==> config.mk <==
export PLATFORM = sky130hd
export DESIGN_NAME = fpu_issue_ctrl
export DESIGN_NICKNAME = d
export VERILOG_FILES = /design/src/rtl/fpu_issue_ctrl_pkg.sv /design/src/rtl/fpu_issue_ctrl_timer.sv /design/src/rtl/fpu_issue_ctrl.sv
export SDC_FILE = /design/constraint.sdc
export NUM_CORES = 1
export LEC_CHECK = 0
export CAP_MARGIN = 10
export CORE_MARGIN = 4
export CORE_UTILIZATION = 36
export DETAILED_ROUTE_END_ITERATION = 10
export GPL_TIMING_DRIVEN = 0
export PLACE_DENSITY = 0.76
export SYNTH_ARGS = -nofsm -noshare
export SYNTH_HDL_FRONTEND = slang
export SYNTH_HIERARCHICAL = 1
export SYNTH_SLANG_ARGS = --single-unit
export TNS_END_PERCENT = 5
==> constraint.sdc <==
create_clock -name clk -period 2.4 [get_ports clk]
set_input_delay 0.48 -clock clk [delete_from_list [all_inputs] [get_ports clk]]
set_output_delay 0.48 -clock clk [all_outputs]
set_load 0.01 [all_outputs]
==> src/rtl/fpu_issue_ctrl_pkg.sv <==
// Shared types for the FPU issue controller.
// FpOp opcodes, issue FSM states, common widths.
package fpu_issue_ctrl_pkg;

  localparam int FP_ADDR_W   = 5;
  localparam int FP_DATA_W   = 32;
  localparam int FP_MAX_BUSY = 64;

  typedef logic                 Signal;
  typedef logic [FP_ADDR_W-1:0] RegAddr;
  typedef logic [FP_DATA_W-1:0] Register;

  localparam Signal ENABLE  = 1'b1;
  localparam Signal DISABLE = 1'b0;

  typedef enum logic [1:0] {
    OP_NOP    = 2'd0,
    OP_FADD   = 2'd1,
    OP_FLOAD  = 2'd2,
    OP_FSTORE = 2'd3
  } FpOp;

  typedef enum logic [2:0] {
    S_IDLE   = 3'd0,
    S_LAUNCH = 3'd1,
    S_WAIT   = 3'd2,
    S_BUSY   = 3'd3,
    S_STORE  = 3'd4,
    S_ST_OUT = 3'd5
  } FpIssueState;

endpackage

==> src/rtl/fpu_issue_ctrl_timer.sv <==
// Busy watchdog: counts cycles of an FPU op.
// Ports: clk, rst, clr, en in; expire out.
module fpu_busy_timer #(
  parameter int MAX_BUSY = 64
) (
  input  logic clk,
  input  logic rst,
  input  logic clr,
  input  logic en,
  output logic expire
);

  localparam int CNT_W = $clog2(MAX_BUSY + 1);
  localparam logic [CNT_W-1:0] LAST = CNT_W'(MAX_BUSY - 1);

  logic [CNT_W-1:0] busy_cnt;

  // Saturates at LAST; the FSM leaves on expire anyway.
  always_ff @(posedge clk) begin
    if (rst) begin
      busy_cnt <= '0;
    end else if (clr) begin
      busy_cnt <= '0;
    end else if (en && busy_cnt != LAST) begin
      busy_cnt <= busy_cnt + 1'b1;
    end
  end

  assign expire = en && (busy_cnt == LAST);

endmodule

==> src/rtl/fpu_issue_ctrl.sv <==
// Issues FADD/FLOAD/FSTORE to the FPU wrapper.
// Ports: instr handshake in, FPU control/RF load out, store data out.
module fpu_issue_ctrl
  import fpu_issue_ctrl_pkg::*;
#(
  parameter int ADDR_W   = FP_ADDR_W,
  parameter int DATA_W   = FP_DATA_W,
  parameter int MAX_BUSY = FP_MAX_BUSY
) (
  input  logic              clk,
  input  logic              rst,
  input  logic              instr_valid,
  output logic              instr_ready,
  input  logic [1:0]        instr_op,
  input  logic [ADDR_W-1:0] instr_fs,
  input  logic [ADDR_W-1:0] instr_ft,
  input  logic [ADDR_W-1:0] instr_fd,
  input  logic [DATA_W-1:0] ld_data,
  input  logic              mem_stall,
  input  logic              fpu_working,
  input  logic [DATA_W-1:0] fpu_ft,
  output logic              fpu_start,
  output logic              fpu_stall,
  output logic [ADDR_W-1:0] fpu_fs,
  output logic [ADDR_W-1:0] fpu_ft_addr,
  output logic [ADDR_W-1:0] fpu_fd,
  output logic [ADDR_W-1:0] m_addr,
  output logic [DATA_W-1:0] m_data,
  output logic              m_write,
  output logic              st_valid,
  output logic [DATA_W-1:0] st_data,
  output logic              fpu_err
);

  FpIssueState state;
  FpOp         op;
  logic        accept;
  logic        fadd_go;
  logic        tmr_en;
  logic        expire;

  assign op        = FpOp'(instr_op);
  assign fpu_stall = mem_stall;

  assign instr_ready = ~rst & (state == S_IDLE) & ~mem_stall;
  assign accept      = instr_valid & instr_ready;
  assign fadd_go     = accept & (op == OP_FADD);

  assign tmr_en = (state == S_LAUNCH) |
                  (state == S_WAIT)   |
                  (state == S_BUSY);

  fpu_busy_timer #(
    .MAX_BUSY (MAX_BUSY)
  ) u_timer (
    .clk    (clk),
    .rst    (rst),
    .clr    (fadd_go),
    .en     (tmr_en),
    .expire (expire)
  );

  assign fpu_start = (state == S_LAUNCH);
  assign st_valid  = (state == S_ST_OUT);
  // fpu_ft is the FPU's registered RF read; pass through while valid.
  assign st_data   = st_valid ? fpu_ft : '0;

  always_ff @(posedge clk) begin
    if (rst) begin
      state       <= S_IDLE;
      fpu_fs      <= '0;
      fpu_ft_addr <= '0;
      fpu_fd      <= '0;
      m_addr      <= '0;
      m_data      <= '0;
      m_write     <= DISABLE;
      fpu_err     <= DISABLE;
    end else begin
      m_write <= DISABLE;
      unique case (state)
        S_IDLE: begin
          if (accept) begin
            unique case (op)
              OP_FADD: begin
                fpu_fs      <= instr_fs;
                fpu_ft_addr <= instr_ft;
                fpu_fd      <= instr_fd;
                state       <= S_LAUNCH;
              end
              OP_FLOAD: begin
                m_write <= ENABLE;
                m_addr  <= instr_fd;
                m_data  <= ld_data;
              end
              OP_FSTORE: begin
                fpu_ft_addr <= instr_ft;
                state       <= S_STORE;
              end
              OP_NOP: begin
              end
            endcase
          end
        end
        // FPU ignores start while stalled, so hold it.
        S_LAUNCH: begin
          if (expire) begin
            fpu_err <= ENABLE;
            state   <= S_IDLE;
          end else if (!mem_stall) begin
            state <= S_WAIT;
          end
        end
        S_WAIT: begin
          if (expire) begin
            fpu_err <= ENABLE;
            state   <= S_IDLE;
          end else if (fpu_working) begin
            state <= S_BUSY;
          end
        end
        // A normal finish wins over a same-cycle timeout.
        S_BUSY: begin
          if (!fpu_working) begin
            state <= S_IDLE;
          end else if (expire) begin
            fpu_err <= ENABLE;
            state   <= S_IDLE;
          end
        end
        S_STORE: begin
          state <= S_ST_OUT;
        end
        S_ST_OUT: begin
          if (!mem_stall) begin
            state <= S_IDLE;
          end
        end
        default: begin
          state <= S_IDLE;
        end
      endcase
    end
  end

endmodule

==> reports/qor.txt <==
FFs w/ async S/R, synth -> 0
vias in the first global route -> 2732
Nets -> 617
depth of the most critical reg-to-reg path -> 7
CTS H-tree depth -> 3
Worst Max-Slew Pin Slew -> 0.657 ns
Tot Pwr -> 2.17 mW
max_cap viols -> 0
HPWL after DPL -> 7070 um
clk_lat worst skew -> 0.32 ns
Final setup violation count -> 0
ratio of cells with drive above 1 in the final layout -> 0.0768
CTS tree -> yes
fmax -> 0.433 GHz
most common cell after layout, fill and taps aside -> clkdlybuf4s50_1
Yosys cell types -> 43
CTS Sinks -> 64
clock root cell -> clkbuf_8
drc violations -> 0
Synth area leaders -> dfxtp_1 (47%), nand2_1 (14%), a21oi_1 (9.2%)
pre-CTS setup slack -> -0.390 ns
Ys Warns -> 6
power per cell area -> 453 mW/mm^2
min setup slack post-route -> 0.0908 ns
largest net degree at the start of global routing -> 12
GPL Wtd Cong -> 0.802
DRT Pass-1 Iters -> 4
Die Y -> 95.0 um
vias -> 2903
post-layout util -> 0.656
Post-Syn Area -> 0.00272 mm^2
Critical Path RT -> 1.92 ns
Area Overhead vs Synth -> 75.7%
Via-to-Cell Ratio -> 4.59
TritonCTS buffer count -> 9
global route overflow -> 0
WHS -> 0.452 ns
clock tree buffer depth -> 2
final hold violation count -> 0
Ports -> 176
Tmin final -> 2.31 ns
clock skew -> 0.00292 ns
fin crit share -> 0.962
chip width -> 95.0 um
area of the multi-input gates -> 0.00129 mm^2
# resized after CTS -> 6
WHS Path Cells -> 2
Top FF cell, synth -> dfxtp_1
post-synthesis cell count -> 345
Std-Cell Rows -> 31
Total Routing Usage GR -> 0.185
post-synth top area cell -> dfxtp_1
antenna violations before repair -> 0
DIE AREA -> 0.00902 mm^2
Synth Register Bits -> 64
post-synth net total -> 432
maximum vdd ir drop -> 0.266 mV
Worst slew margin -> 0.559
# fillers -> 681
RSZ-0062 raised after global routing -> yes
critical path launch point type -> register
run status -> complete, no violations
Detail Route Antenna Nets -> 0
most frequent cells in the layout -> clkdlybuf4s50_1 (171), nand2_1 (102), dfxtp_1 (64)
top cell type's share of synthesized area -> 0.470
Avg WL per Cell -> 13.6 um
CP endpoint kind -> output pin
crit path kind -> register to output pin
number of synthesized flops with an enable pin -> 0
worst-path maximum fanout -> 10
worst hold-check path type -> register to register
Worst-path clk slew -> 0.06 ns
first-pass GRT wire length -> 13100 um
WP data arrival -> 1.83 ns
PortBufs -> 175
Syn Area/Cell -> 7.90 um^2
Static Leak -> 1.75 nW
Iter 0 DRT Violations -> 78
FF/Latch Area -> 0.00128 mm^2
initial core utilization -> 0.374
# diodes -> 0
Slew Viols, Final -> 0
Seq/Total Area, Yosys -> 0.470
Post-CTS Setup Inserts -> 0
core area -> 0.00729 mm^2
Total Wirelength -> 8580 um
Post-CTS Hold Buffers -> 0
## sequential cells by signal (all words and copies together), names as in the netlist
signal            flops
m_data               32
u_timer/busy_cnt      7
fpu_fd                5
fpu_fs                5
fpu_ft_addr           5
m_addr                5
state                 3
fpu_err               1
m_write               1
## logic make-up after synthesis
logic type / count (synthesis) / synth area share
mux: 8 / 0.0294
compound gates: 66 / 0.130
fa+ha+maj: 1 / 0.00459
simple gates: 175 / 0.311
flops: 64 / 0.470
buf+inv: 31 / 0.0556
## cell type report
| type | count | area share |
|---|---|---|
| repair buffers | 175 | 0.367 |
| plain buffers | 25 | 0.0293 |
| clock inverters | 3 | 0.00366 |
| inverters | 5 | 0.00392 |
| flip-flops and latches | 64 | 0.268 |
| well taps | 99 | 0.0259 |
| clock buffers | 12 | 0.0324 |
| multi-input cells | 250 | 0.271 |
## metrics by stage
step / area [um^2] / setup TNS, ns / cells
floorplan: 2720 / 0 / 345
global placement: 4600 / -11.39 / 619
detailed placement: 4600 / -12.24 / 619
CTS: 4770 / 0 / 633
global route: 4790 / -0.00220 / 633
finish: 4790 / 0 / 633
## worst max-delay path, cell delays in order (launching register included)
cell and delay [ns]:
dfxtp_1 0.33, and3b_2 0.30, clkbuf_2 0.19, and2_1 0.16, clkdlybuf4s50_1 0.53
## cell usage after synthesis, types with 2 or more instances
library cell,n
inv_1,4
or3_1,2
nand2_1,102
a21oi_1,50
nand3b_1,2
o21ai_0,7
clkbuf_1,14
nand3_1,2
buf_2,6
buf_6,3
dfxtp_1,64
nor2b_1,2
a31oi_1,6
and2_1,33
nor2_1,13
mux2i_1,8
## path summary, 6_finish.rpt
check	from	slack, ns	to
max	state[1]$_SDFFE_PP0P_	0.09	st_data[28]
min	fpu_fd[3]$_SDFFE_PP0P_	0.45	fpu_fd[3]$_SDFFE_PP0P_
max reg2reg	state[0]$_SDFFE_PP0P_	0.34	u_timer/busy_cnt[3]$_SDFFE_PP0P_
min reg2reg	fpu_fd[3]$_SDFFE_PP0P_	0.45	fpu_fd[3]$_SDFFE_PP0P_
## routing by layer
layer  track usage  vias up  routed length (um)
met3        0.0430       12                 710
met2         0.352      103                4460
met5             0        -                   0
li1              -     1497                   -
met4        0.0661        0                 114
met1         0.196     1291                3300
## report_power, final
group / switching [mW] / leakage (nW) / internal [mW]
logic: 0.0956 / 1.15 / 0.181
registers: 0.00921 / 0.517 / 1.08
clock network: 0.381 / 0.0882 / 0.422
total: 0.486 / 1.75 / 1.68
No activity file was read; power rests on OpenSTA's default activity.
